[src/rtl/muldiv_ctrl.sv]
// muldiv_ctrl: MIPS-style HI/LO mul/div sequencer with a radix-2 restoring divider
module muldiv_ctrl (
  input  logic        clk,
  input  logic        rst,
  input  logic        start,
  input  logic [1:0]  op,
  input  logic [31:0] a,
  input  logic [31:0] b,
  input  logic        flush,
  input  logic        stall_m,
  input  logic [63:0] mul_prod,
  output logic        mul_sign,
  output logic        stall_e,
  output logic        res_valid,
  output logic [63:0] hilo,
  output logic        hilo_we
);
  typedef enum logic [1:0] {IDLE, MUL, DIV, DONE} state_t;
  state_t state, state_n;
  logic [1:0]  op_r;
  logic [31:0] a_r, b_r, d, rem, q, a_abs, b_abs, rem_n, q_n, q_f, r_f;
  logic [32:0] tmp, diff;
  logic [5:0]  cnt;
  logic        accept, ge, neg_q, neg_r, last;
  assign accept = state == IDLE && start && !flush;
  assign a_abs  = (!op[0] && a[31]) ? -a : a;
  assign b_abs  = (!op[0] && b[31]) ? -b : b;
  assign last   = cnt == 6'd31;
  // One restoring step: shift the next dividend bit in, subtract if it fits
  always_comb begin
    tmp   = {rem, q[31]};
    diff  = tmp - {1'b0, d};
    ge    = !diff[32];
    rem_n = ge ? diff[31:0] : tmp[31:0];
    q_n   = {q[30:0], ge};
    neg_q = op_r == 2'b10 && (a_r[31] ^ b_r[31]);
    neg_r = op_r == 2'b10 && a_r[31];
    q_f   = neg_q ? -q_n : q_n;
    r_f   = neg_r ? -rem_n : rem_n;
  end
  // State register
  always_ff @(posedge clk)
    state <= rst ? IDLE : state_n;
  // Next state; flush overrides everything, DONE waits for MEM to take the result
  always_comb begin
    state_n = flush ? IDLE
            : state == IDLE ? (accept ? (op[1] ? DIV : MUL) : IDLE)
            : state == MUL  ? DONE
            : state == DIV  ? ((b_r == '0 || last) ? DONE : DIV)
            : (stall_m ? DONE : IDLE);
  end
  // Operand capture, divider iteration and result register
  always_ff @(posedge clk) begin
    if (rst) begin
      op_r <= '0;
      a_r  <= '0;
      b_r  <= '0;
      d    <= '0;
      rem  <= '0;
      q    <= '0;
      cnt  <= '0;
      hilo <= '0;
    end else if (accept) begin
      op_r <= op;
      a_r  <= a;
      b_r  <= b;
      d    <= b_abs;
      rem  <= '0;
      q    <= a_abs;
      cnt  <= '0;
    end else if (state == MUL && !flush) begin
      hilo <= mul_prod;
    end else if (state == DIV && !flush) begin
      if (b_r == '0) begin
        hilo <= {a_r, 32'hFFFF_FFFF};
      end else begin
        rem <= rem_n;
        q   <= q_n;
        cnt <= cnt + 6'd1;
        if (last) hilo <= {r_f, q_f};
      end
    end
  end
  assign mul_sign  = (state == IDLE ? op : op_r) == 2'b00;
  assign stall_e   = !rst && (accept || state == MUL || state == DIV);
  assign res_valid = !rst && state == DONE && !flush;
  assign hilo_we   = res_valid && !stall_m;
endmodule
[config.mk]
export PLATFORM = sky130hd
export DESIGN_NAME = muldiv_ctrl
export DESIGN_NICKNAME = d
export VERILOG_FILES = /design/src/rtl/muldiv_ctrl.sv
export SDC_FILE = /design/constraint.sdc
export NUM_CORES = 1
export LEC_CHECK = 0
export ABC_AREA = 1
export CAP_MARGIN = 20
export CORE_MARGIN = 3
export CORE_UTILIZATION = 51
export DETAILED_ROUTE_END_ITERATION = 8
export PLACE_DENSITY = 0.77
export RECOVER_POWER = 100
export SYNTH_ARGS = -nofsm -noshare
export SYNTH_HDL_FRONTEND = slang
export SYNTH_SLANG_ARGS = --single-unit
[constraint.sdc]
create_clock -name clk -period 3.8 [get_ports clk]
set_clock_uncertainty 0.1 [all_clocks]
set_input_delay 0.76 -clock clk [delete_from_list [all_inputs] [get_ports clk]]
set_output_delay 0.76 -clock clk [all_outputs]
set_load 0.01 [all_outputs]
# Word-level counts from Yosys, hierarchy flattened
# Index checks and enable logic that the tools add are counted.
word_totals:
  ff_bits: 234
  elab_cells: 78
op_classes:
  n_reduce_logical: 31
  eq_ne: 7
  n_mux: 21
  bitwise: 4
  addsub: 6
ops:
  columns: ["operator", "count"]
  rows:
  - ["2-to-1 mux 32 bit", 9]
  - ["2-to-1 mux 64 bit", 4]
  - ["negation 32 bit", 4]
  - ["subtractor 33 x 32 -> 33 bit", 1]
  - ["logical NOT 32 bit", 1]
  - ["2-to-1 mux 2 bit", 7]
  - ["logical AND 1 bit", 12]
  - ["AND reduction 3 bit", 3]
  - ["adder 6 x 1 -> 6 bit, second input constant", 1]
  - ["equality test 2 bit, second input constant", 3]
  - ["equality test 6 x 5 -> 1 bit, second input constant", 1]
  - ["logical NOT 1 bit", 5]
  - ["logical NOT 2 bit", 2]
  - ["!= test 2 bit, second input constant", 2]
  - ["nonzero test 2 bit", 2]
  - ["OR reduction 2 bit", 2]
  - ["logical OR 1 bit", 3]
  - ["inverter 1 bit", 3]
  - ["nonzero test 3 bit", 1]
  - ["equality test 2 x 1 -> 1 bit, second input constant", 1]
  - ["2-to-1 mux 1 bit", 1]
  - ["XOR 1 bit", 1]

# Longest topological paths before layout
# Gate-level depths: netlist of run 1.
logic_depth:
  ltp_word: 8
  mapped_depth: 30
  ltp_nobuf: 29

# Worst setup path after synthesis of run 1
# OpenSTA, ideal clock, no wires.
synth_timing:
  path_type: "register to register"
  start: "register q[31]"
  end: "register hilo[28]"
  t_arrival_ns: 3.860
  setup_slack_ns: -0.292
  path_stages_with_launch: 30
  setup_time_ns: 0.132
  cell_sequence: "dfxtp_1 inv_1 ha_1 fa_1 inv_1 nand2_1 nand2_1 nand3_1 nand2_2 nand2_1 nand2_2 nand2_4 nand2_4 nand2_4 nand2_8 buf_6 buf_2 ha_1 nand3_1 nor3_1 nand4_1 inv_1 nand4_1 o21ai_0 nand3_1 inv_1 o21ai_0 xor2_1 o221ai_1 a21oi_1"
synth_via:
  elab_chain_len: 8
synth_lines:
  columns: ["element", "line_no", "source"]
  rows:
  - ["start: declaration", "21", "logic [31:0] a_r, b_r, d, rem, q, a_abs, b_abs, rem_n, q_n, q_f, r_f;"]
  - ["start signal: assignment", "69", "q <= a_abs;"]
  - ["start signal: assignment", "78", "q <= q_n;"]
  - ["subtractor 33 x 32 -> 33 bit", "32", "diff = tmp - {1'b0, d};"]
  - ["logical NOT 1 bit", "33", "ge = !diff[32];"]
  - ["negation 32 bit", "38", "q_f = neg_q ? -q_n : q_n;"]
  - ["2-to-1 mux 32 bit", "38", null]
  - ["2-to-1 mux 64 bit", "80", "if (last) hilo <= {r_f, q_f};"]
  - ["2-to-1 mux 64 bit", "74", "if (b_r == '0) begin"]
  - ["2-to-1 mux 64 bit", "73", "end else if (state == DIV && !flush) begin"]
  - ["2-to-1 mux 64 bit", "71", "end else if (state == MUL && !flush) begin"]
  - ["end signal: assignment", "72", "hilo <= mul_prod;"]
  - ["end signal: assignment", "75", "hilo <= {a_r, 32'hFFFF_FFFF};"]
  - ["end signal: assignment", "80", null]
  - ["end: declaration", "15", "output logic [63:0] hilo,"]
# No other way between the ends. The select of a mux whose other input is x is not followed.
# A chain may end at the register's enable or synchronous reset.

# Worst setup path after layout of run 1
layout_timing:
  start: "input flush"
  end: "register rem[25]"
layout_via:
  elab_chain_len: 4
  elab_cells_between_ends: 7
layout_lines:
  columns: ["element", "line_no", "source"]
  rows:
  - ["start: declaration", "9", "input logic flush,"]
  - ["logical NOT 1 bit (*)", "25, 71, 73", null]
  - ["logical AND 1 bit", "71", null]
  - ["inverter 1 bit (no source line)", null, null]
  - ["AND reduction 3 bit (no source line)", null, null]
  - ["end signal: assignment", "77", "rem <= rem_n;"]
  - ["end: declaration", "21", null]
# Every way passes the cells marked *; elsewhere a longest branch is shown, timed or not.

==> run summary, run 1 <==
CP arrival -> 4.21 ns
top-level I/O count -> 203
Placed Area -> 18840 sq um
clock power share -> 33.7%
total CTS buffers -> 27
Vert. Die Dim -> 182.5 um
Hold WS -> 0.3497 ns
Worst setup EP type -> register
Internal -> 5.503 mW
CP max stage cell -> clkinvlp_2
worst flop-to-flop path startpoint -> d[30]
CP delay by family, top -> buffers and inverters
Total GRT Usage -> 35.05%
Core Region -> 30190 sq um
routed vias/inst -> 5.710
Worst setup SP type -> primary input
Setup CP Type -> primary input to register
Max-slew headroom -> 35.96%
Post-Place Setup Slack -> -0.08640 ns
initial antenna violation count -> 2
YS warnings -> 0
area grow syn2layout -> 27.48%
routability cong. -> 1.021
register area share after synthesis -> 29.35%
max-cap violations -> 0
row cnt -> 63
CP startpoint -> flush
Tightest Pin Transition -> 0.9606 ns
maximum fanout along the worst path -> 91
Hold WC Path Type -> register to register
CP dominant cell by count -> inv_1
CTS Sinks -> 233
fillers -> 2760
FF-to-FF setup slack -> 0.02 ns
synthesized area -> 15890 sq um
power share of the combinational group -> 36.0%
Starting Density -> 52.63%
clock slew at reported path FFs -> 0.06 ns
Final Cell Area -> 20260 sq um
Slew Limit Fails -> 0
number of routed nets with antenna violations -> 0
Sw Share -> 36.82%
CP max stage delay -> 0.78 ns
die width -> 182.5 um
Reg area -> 4677 sq um
Static Leakage -> 9.442 nW
total gr overflow -> 0
CTS Root Cell -> clkbuf_16
status -> finished with violations
Clock Tree Buf Depth -> 3
CP cell instances -> dlygate4sd3_1 > inv_1 > nand3_4 > buf_12 > clkinvlp_2 > nor2_1 > clkbuf_2 > o211ai_1 > inv_1
CP bufs+invs -> 6
CP Data Required Time -> 4.19 ns
clk_lat worst skew -> 0.56 ns
maximum vdd drop -> 0.0003971 V
top_reg_cell synth -> dfxtp_1
Final nets -> 2934
Synth area leaders -> dfxtp_1 (29%), nand2_1 (14%), inv_1 (7.5%)
WL final -> 61300 um
drt wl/cell -> 19.33 um
Syn Inst Count -> 2527
post-route setup slack -> -0.01408 ns
leading area contributor after synthesis -> dfxtp_1
RSZ-0062 raised after global routing -> true
synth unique cells -> 62
PD cells -> 429.9 nW/um^2
Final min period -> 3.814 ns
min-delay src -> b_r[17]
share of cells above drive strength 1 -> 12.66%
syn avg cell area -> 6.288 sq um
Final HPWL DP -> 46280 um
syn nets -> 2700
largest net degree at the start of global routing -> 92
number of flops mapped to enable cells by yosys -> 0
vias in the first global route -> 16360
Multi-input gate area -> 9814 sq um
Yosys top cell area share -> 29.35%
DRC -> 0
final hold vios -> 0
port buffer count -> 202
Reg2Reg Depth -> 23
async set-or-reset flop fraction in the synthesized netlist -> 0%
via count -> 18110
critical path depth in cells -> 9
H-tree depth -> 1
Seq pwr share -> 30.3%
failing checks -> setup timing
DRT iter0 DRCs -> 2124
Max Clock Freq -> 262.2 MHz
period utilization -> 100.4%
switching power -> 3.207 mW
hold buffers post-CTS -> 0
Finish-stage setup viols -> 1
first-pass GRT wire length -> 93120 um
Synth Register Bits -> 233
die area -> 33310 sq um
hold path cells -> 2
CTS tree -> yes
Pre-antenna DRT Iters -> 7
-- worst reg2reg max path, cell delays in order (launching register included) --
cell	delay (ns)
dfxtp_1	0.31
inv_1	0.12
ha_1	0.37
nand2_2	0.13
a21oi_1	0.06
nor2_1	0.12
nand2_1	0.10
a21oi_4	0.24
nand3_4	0.15
nand2_8	0.14
ha_4	0.16
nand3_4	0.08
nor3_4	0.19
nand4_1	0.13
inv_1	0.09
nand4_1	0.16
buf_4	0.19
o21ai_2	0.13
nand3_1	0.10
inv_2	0.09
o21ai_1	0.08
xor2_1	0.15
o221ai_1	0.15
a21oi_1	0.09
-- cell families after synthesis --
| group | share of synthesized area, % |
|---|---|
| AO/OA/AOI/OAI | 21.35 |
| XOR/XNOR | 2.591 |
| adder cells (fa/ha/maj) | 3.039 |
| buffers and inverters | 11.33 |
| flip-flops | 29.35 |
| AND/OR/NAND/NOR | 32.34 |
-- timing repair --
item | CTS | global route
endpoints found under the hold margin | 0 | 0
setup endpoints to repair | 3 | 36
setup buffers | 0 | 12
gates resized for setup | 3 | 72
pin swaps | 2 | 23
gates cloned | 0 | 1
-- registers in the layout, indices dropped and copies added (netlist names) --
name and flops:
q 32, b_r 32, d 31, cnt 6, a_r 32, hilo 64, op_r 2, rem 32
state 2
-- final timing paths --
| check | end |
|---|---|
| worst max register to register | hilo[28] |
| worst max-delay path | rem[25] |
| worst min-delay path | b_r[17] |
| worst min register to register | b_r[17] |
-- stage by stage --
| step | power (mW) | std cells | util [%] | TNS (ns) |
|---|---|---|---|---|
| after floorplan | 4.538 | 2527 | - | 0 |
| after global placement | 5.592 | 3109 | 62.40 | -0.1419 |
| after detailed placement | 5.616 | 3109 | 62.40 | -0.2196 |
| after CTS | 8.548 | 3158 | 65.73 | 0 |
| after global routing | 9.125 | 3171 | 67.09 | -3.333 |
| final | 8.709 | 3172 | 67.10 | -0.01408 |
-- metal layers --
| layer | routed length [um] | track usage, % | vias to the layer above |
|---|---|---|---|
| li1 | - | - | 8778 |
| met1 | 26350 | 49.20 | 8377 |
| met2 | 27670 | 55.73 | 837 |
| met3 | 5303 | 5.860 | 119 |
| met4 | 1967 | 9.689 | 2 |
| met5 | 13 | 0 | - |
-- power by group through the flow --
stage,Sequential [mW],Clock (mW),Combinational (mW)
6_report,2.64,2.93,3.14
5_1_grt,2.65,3.05,3.42
4_1_cts,2.63,2.96,2.96
3_5_place_dp,2.68,0,2.93
3_3_place_gp,2.68,0,2.91
2_1_floorplan,2.65,0,1.89
-- layout by cell type, fill, tap and decap left out, types with 19 or more instances in the layout --
cell type	netlist	routed
nand2_1	588	573
inv_1	317	309
nor2_1	261	259
dfxtp_1	233	223
a21oi_1	209	205
o21ai_0	193	184
clkdlybuf4s50_1	0	135
nand3_1	138	133
buf_4	0	104
dlygate4sd3_1	0	66
nand2_2	33	48
a31oi_1	38	38
xor2_1	35	35
o211ai_1	31	31
inv_2	22	29
nand4_1	28	28
clkbuf_16	0	28
nor3_1	22	22
a211oi_1	21	21
o22ai_1	20	20
o21ai_1	13	20
ha_4	0	19
-- Yosys cell counts, types with 15 or more instances --
library cell	count
nand2_1	588
inv_1	317
nor2_1	261
dfxtp_1	233
a21oi_1	209
o21ai_0	193
nand3_1	138
clkbuf_1	98
a31oi_1	38
ha_1	37
xor2_1	35
nand2_2	33
o211ai_1	31
nand4_1	28
inv_2	22
nor3_1	22
a211oi_1	21
o22ai_1	20
nor4_1	16
o221ai_1	16
nor2_2	15
-- final cells by class --
| class | instances | area share, % |
|---|---|---|
| Antenna cell | 1 | 0.01235 |
| Clock buffer | 34 | 3.712 |
| Clock inverter | 15 | 1.174 |
| Inverter | 342 | 6.343 |
| Multi-Input combinational cell | 1834 | 48.45 |
| Sequential cell | 233 | 23.09 |
| Tap cell | 390 | 2.409 |
| Timing Repair Buffer | 323 | 14.81 |
Power figures use the tool's default switching activity.
==> run 2: changes to the inputs <==
--- a/config.mk
+++ b/config.mk
@@ -10,6 +10,7 @@
 export CORE_MARGIN = 3
 export CORE_UTILIZATION = 51
 export DETAILED_ROUTE_END_ITERATION = 8
+export GPL_TIMING_DRIVEN = 0
 export PLACE_DENSITY = 0.77
 export RECOVER_POWER = 100
 export SYNTH_ARGS = -nofsm -noshare
==> constraint.sdc (replaced) <==
create_clock -name clk -period 3.5 [get_ports clk]
set_clock_uncertainty 0.1 [all_clocks]
set_input_delay 0.7 -clock clk [delete_from_list [all_inputs] [get_ports clk]]
set_output_delay 0.7 -clock clk [all_outputs]
set_load 0.01 [all_outputs]
==> run summary, run 2 (same netlist as run 1, synthesis figures left out) <==
Placed Cells -> 3119 (was 3109)
maximum vdd drop -> 0.0004282 V (was 0.0003971 V)
Max-slew headroom -> 32.72% (was 35.96%)
port buffer count -> 202 (unchanged)
CP delay by family, top -> simple AND/OR/NAND/NOR gates (was buffers and inverters)
final hold vios -> 0 (unchanged)
Max Clock Freq -> 256.5 MHz
fillers -> 2610 (was 2760)
Reg2Reg Depth -> 30 (was 23)
initial antenna violation count -> 5 (was 2)
commonest non-fill, non-tap cell in the layout -> nand2_1 (unchanged)
Total GRT Usage -> 39.50% (was 35.05%)
Placed Area -> 18450 sq um (was 18840 sq um)
Final nets -> 3007 (was 2934)
hold path cells -> 2 (unchanged)
number of routed nets with antenna violations -> 0 (unchanged)
final std cells w/o fill -> 3245 (was 3172)
failing checks -> setup timing (unchanged)
commonest non-fill, non-tap cells in the layout -> nand2_1 (509), inv_1 (286), nor2_1 (245) (was nand2_1 (573), inv_1 (309), nor2_1 (259))
status -> finished with violations (unchanged)
total gr overflow -> 0 (unchanged)
Setup CP Type -> register to register (was primary input to register)
first-pass GRT wire length -> 103000 um (was 93120 um)
share of cells above drive strength 1 -> 17.49% (was 12.66%)
WL final -> 70870 um (was 61300 um)
clock slew at reported path FFs -> 0.07 ns (was 0.06 ns)
CP arrival -> 4.30 ns (was 4.21 ns)
clk_lat worst skew -> 0.57 ns (was 0.56 ns)
Pre-antenna DRT Iters -> 6 (was 7)
total power draw -> 10.07 mW (was 8.709 mW)
Tightest Pin Transition -> 1.009 ns (was 0.9606 ns)
DRC -> 0 (unchanged)
Hold WC Path Type -> register to register (unchanged)
H-tree depth -> 1 (unchanged)
Finish-stage setup viols -> 104 (was 1)
Util after Layout -> 70.89% (was 67.10%)
Post-Place Setup Slack -> -1.238 ns (was -0.08640 ns)
vias in the first global route -> 17900 (was 16360)
hold buffers post-CTS -> 0 (unchanged)
Static Leakage -> 9.616 nW (was 9.442 nW)
routed vias/inst -> 6.091 (was 5.710)
area grow syn2layout -> 34.69% (was 27.48%)
Final Cell Area -> 21400 sq um (was 20260 sq um)
critical path depth in cells -> 30 (was 9)
via count -> 19770 (was 18110)
max-cap violations -> 0 (unchanged)
register with the most flip-flops -> hilo (unchanged)
CP dominant cell by count -> nand2_2 (was inv_1)
total CTS buffers -> 27 (unchanged)
Slew Limit Fails -> 0 (unchanged)
die area -> 33310 sq um (unchanged)
Starting Density -> 52.63% (unchanged)
Worst setup EP type -> register (unchanged)
post-route setup slack -> -0.3985 ns (was -0.01408 ns)
routability cong. -> 1.002 (was 1.021)
RSZ-0062 raised after global routing -> true (unchanged)
Clock Tree Buf Depth -> 3 (unchanged)
CP bufs+invs -> 7 (was 6)
top-level I/O count -> 203 (unchanged)
CTS Root Cell -> clkbuf_16 (unchanged)
largest net degree at the start of global routing -> 15 (was 92)
Final min period -> 3.899 ns
CP max stage cell -> dfxtp_4 (was clkinvlp_2)
die width -> 182.5 um (unchanged)
CP max stage delay -> 0.37 ns (was 0.78 ns)
row cnt -> 63 (unchanged)
CP Data Required Time -> 3.90 ns (was 4.19 ns)
Vert. Die Dim -> 182.5 um (unchanged)
CTS Sinks -> 233 (unchanged)
maximum fanout along the worst path -> 4 (was 91)
drt wl/cell -> 21.84 um (was 19.33 um)
CTS tree -> yes (unchanged)
Worst setup SP type -> register (was primary input)
Core Region -> 30190 sq um (unchanged)
period utilization -> 111.4%
Final HPWL DP -> 52910 um (was 46280 um)
PD cells -> 470.5 nW/um^2 (was 429.9 nW/um^2)
DRT iter0 DRCs -> 2312 (was 2124)
FF-to-FF setup slack -> -0.40 ns (was 0.02 ns)
max FFs per register -> 64 (unchanged)
[run 2: changes by cell type in the layout (fill, tap and decap cells not counted), moves of 17 or more]
| cell | change |
|---|---|
| inv_1 | -23 |
| nand2_4 | +17 |
| inv_2 | +21 |
| nand3_1 | -21 |
| clkbuf_1 | +90 |
| buf_4 | -37 |
| o21ai_0 | -18 |
| nand3_2 | +17 |
| nand2_1 | -64 |
| nand2_2 | +46 |
[run 2: per-stage QoR]
step	hold slack (ns)	TNS [ns]
finish	0.3551	-20.03
global route	0.3785	-36.69
CTS	0.3557	-2.866
detailed placement	0.3498	-31.33
global placement	0.3331	-26.98
floorplan	0.3191	-1.105
[run 2: metal layers]
layer	part of all wire (%)	wire, um	track usage (%)
met1	37	26450	50.88
met2	45	31720	62.98
met3	12	8398	9.528
met4	6.0	4259	17.18
met5	0.071	50	0
[run 2: path summary, 6_finish.rpt]
path / startpoint / to
max: q[31] / hilo[26]
min: b_r[17] / b_r[17]
max reg2reg: q[31] / hilo[26]
min reg2reg: b_r[17] / b_r[17]
[run 2: power by group]
part           switching (mW)  internal (mW)
registers               0.119           2.76
clock network            1.25           1.79
logic                    2.63           1.52
total                    4.00           6.07
[run 2: area by class of cell]
cell class              count  area [sq um]  share of cell area, %
multi-input cells        1834         10740                  50.18
flip-flops and latches    233          4679                  21.86
repair buffers            281          2704                  12.63
inverters                 342          1292                  6.039
clock buffers              33         728.2                  3.403
plain buffers             115         551.8                  2.578
well taps                 390         488.0                  2.280
clock inverters            15         212.7                 0.9939
diodes                      2         5.005                0.02338
[run 2: worst reg2reg max path: cells and delay by family (launching register included)]
family	cells	cell delay (ns)
compound gates	5	0.66
fa+ha+maj	3	0.63
buf+inv	7	0.62
flops	1	0.37
simple gates	15	1.43
[run 2: repair_timing]
action,in CTS,in global routing
endpoints found under the setup margin,75,87
setup buffers,45,33
resized for setup,178,185
pin swaps,64,75
cloned,0,2
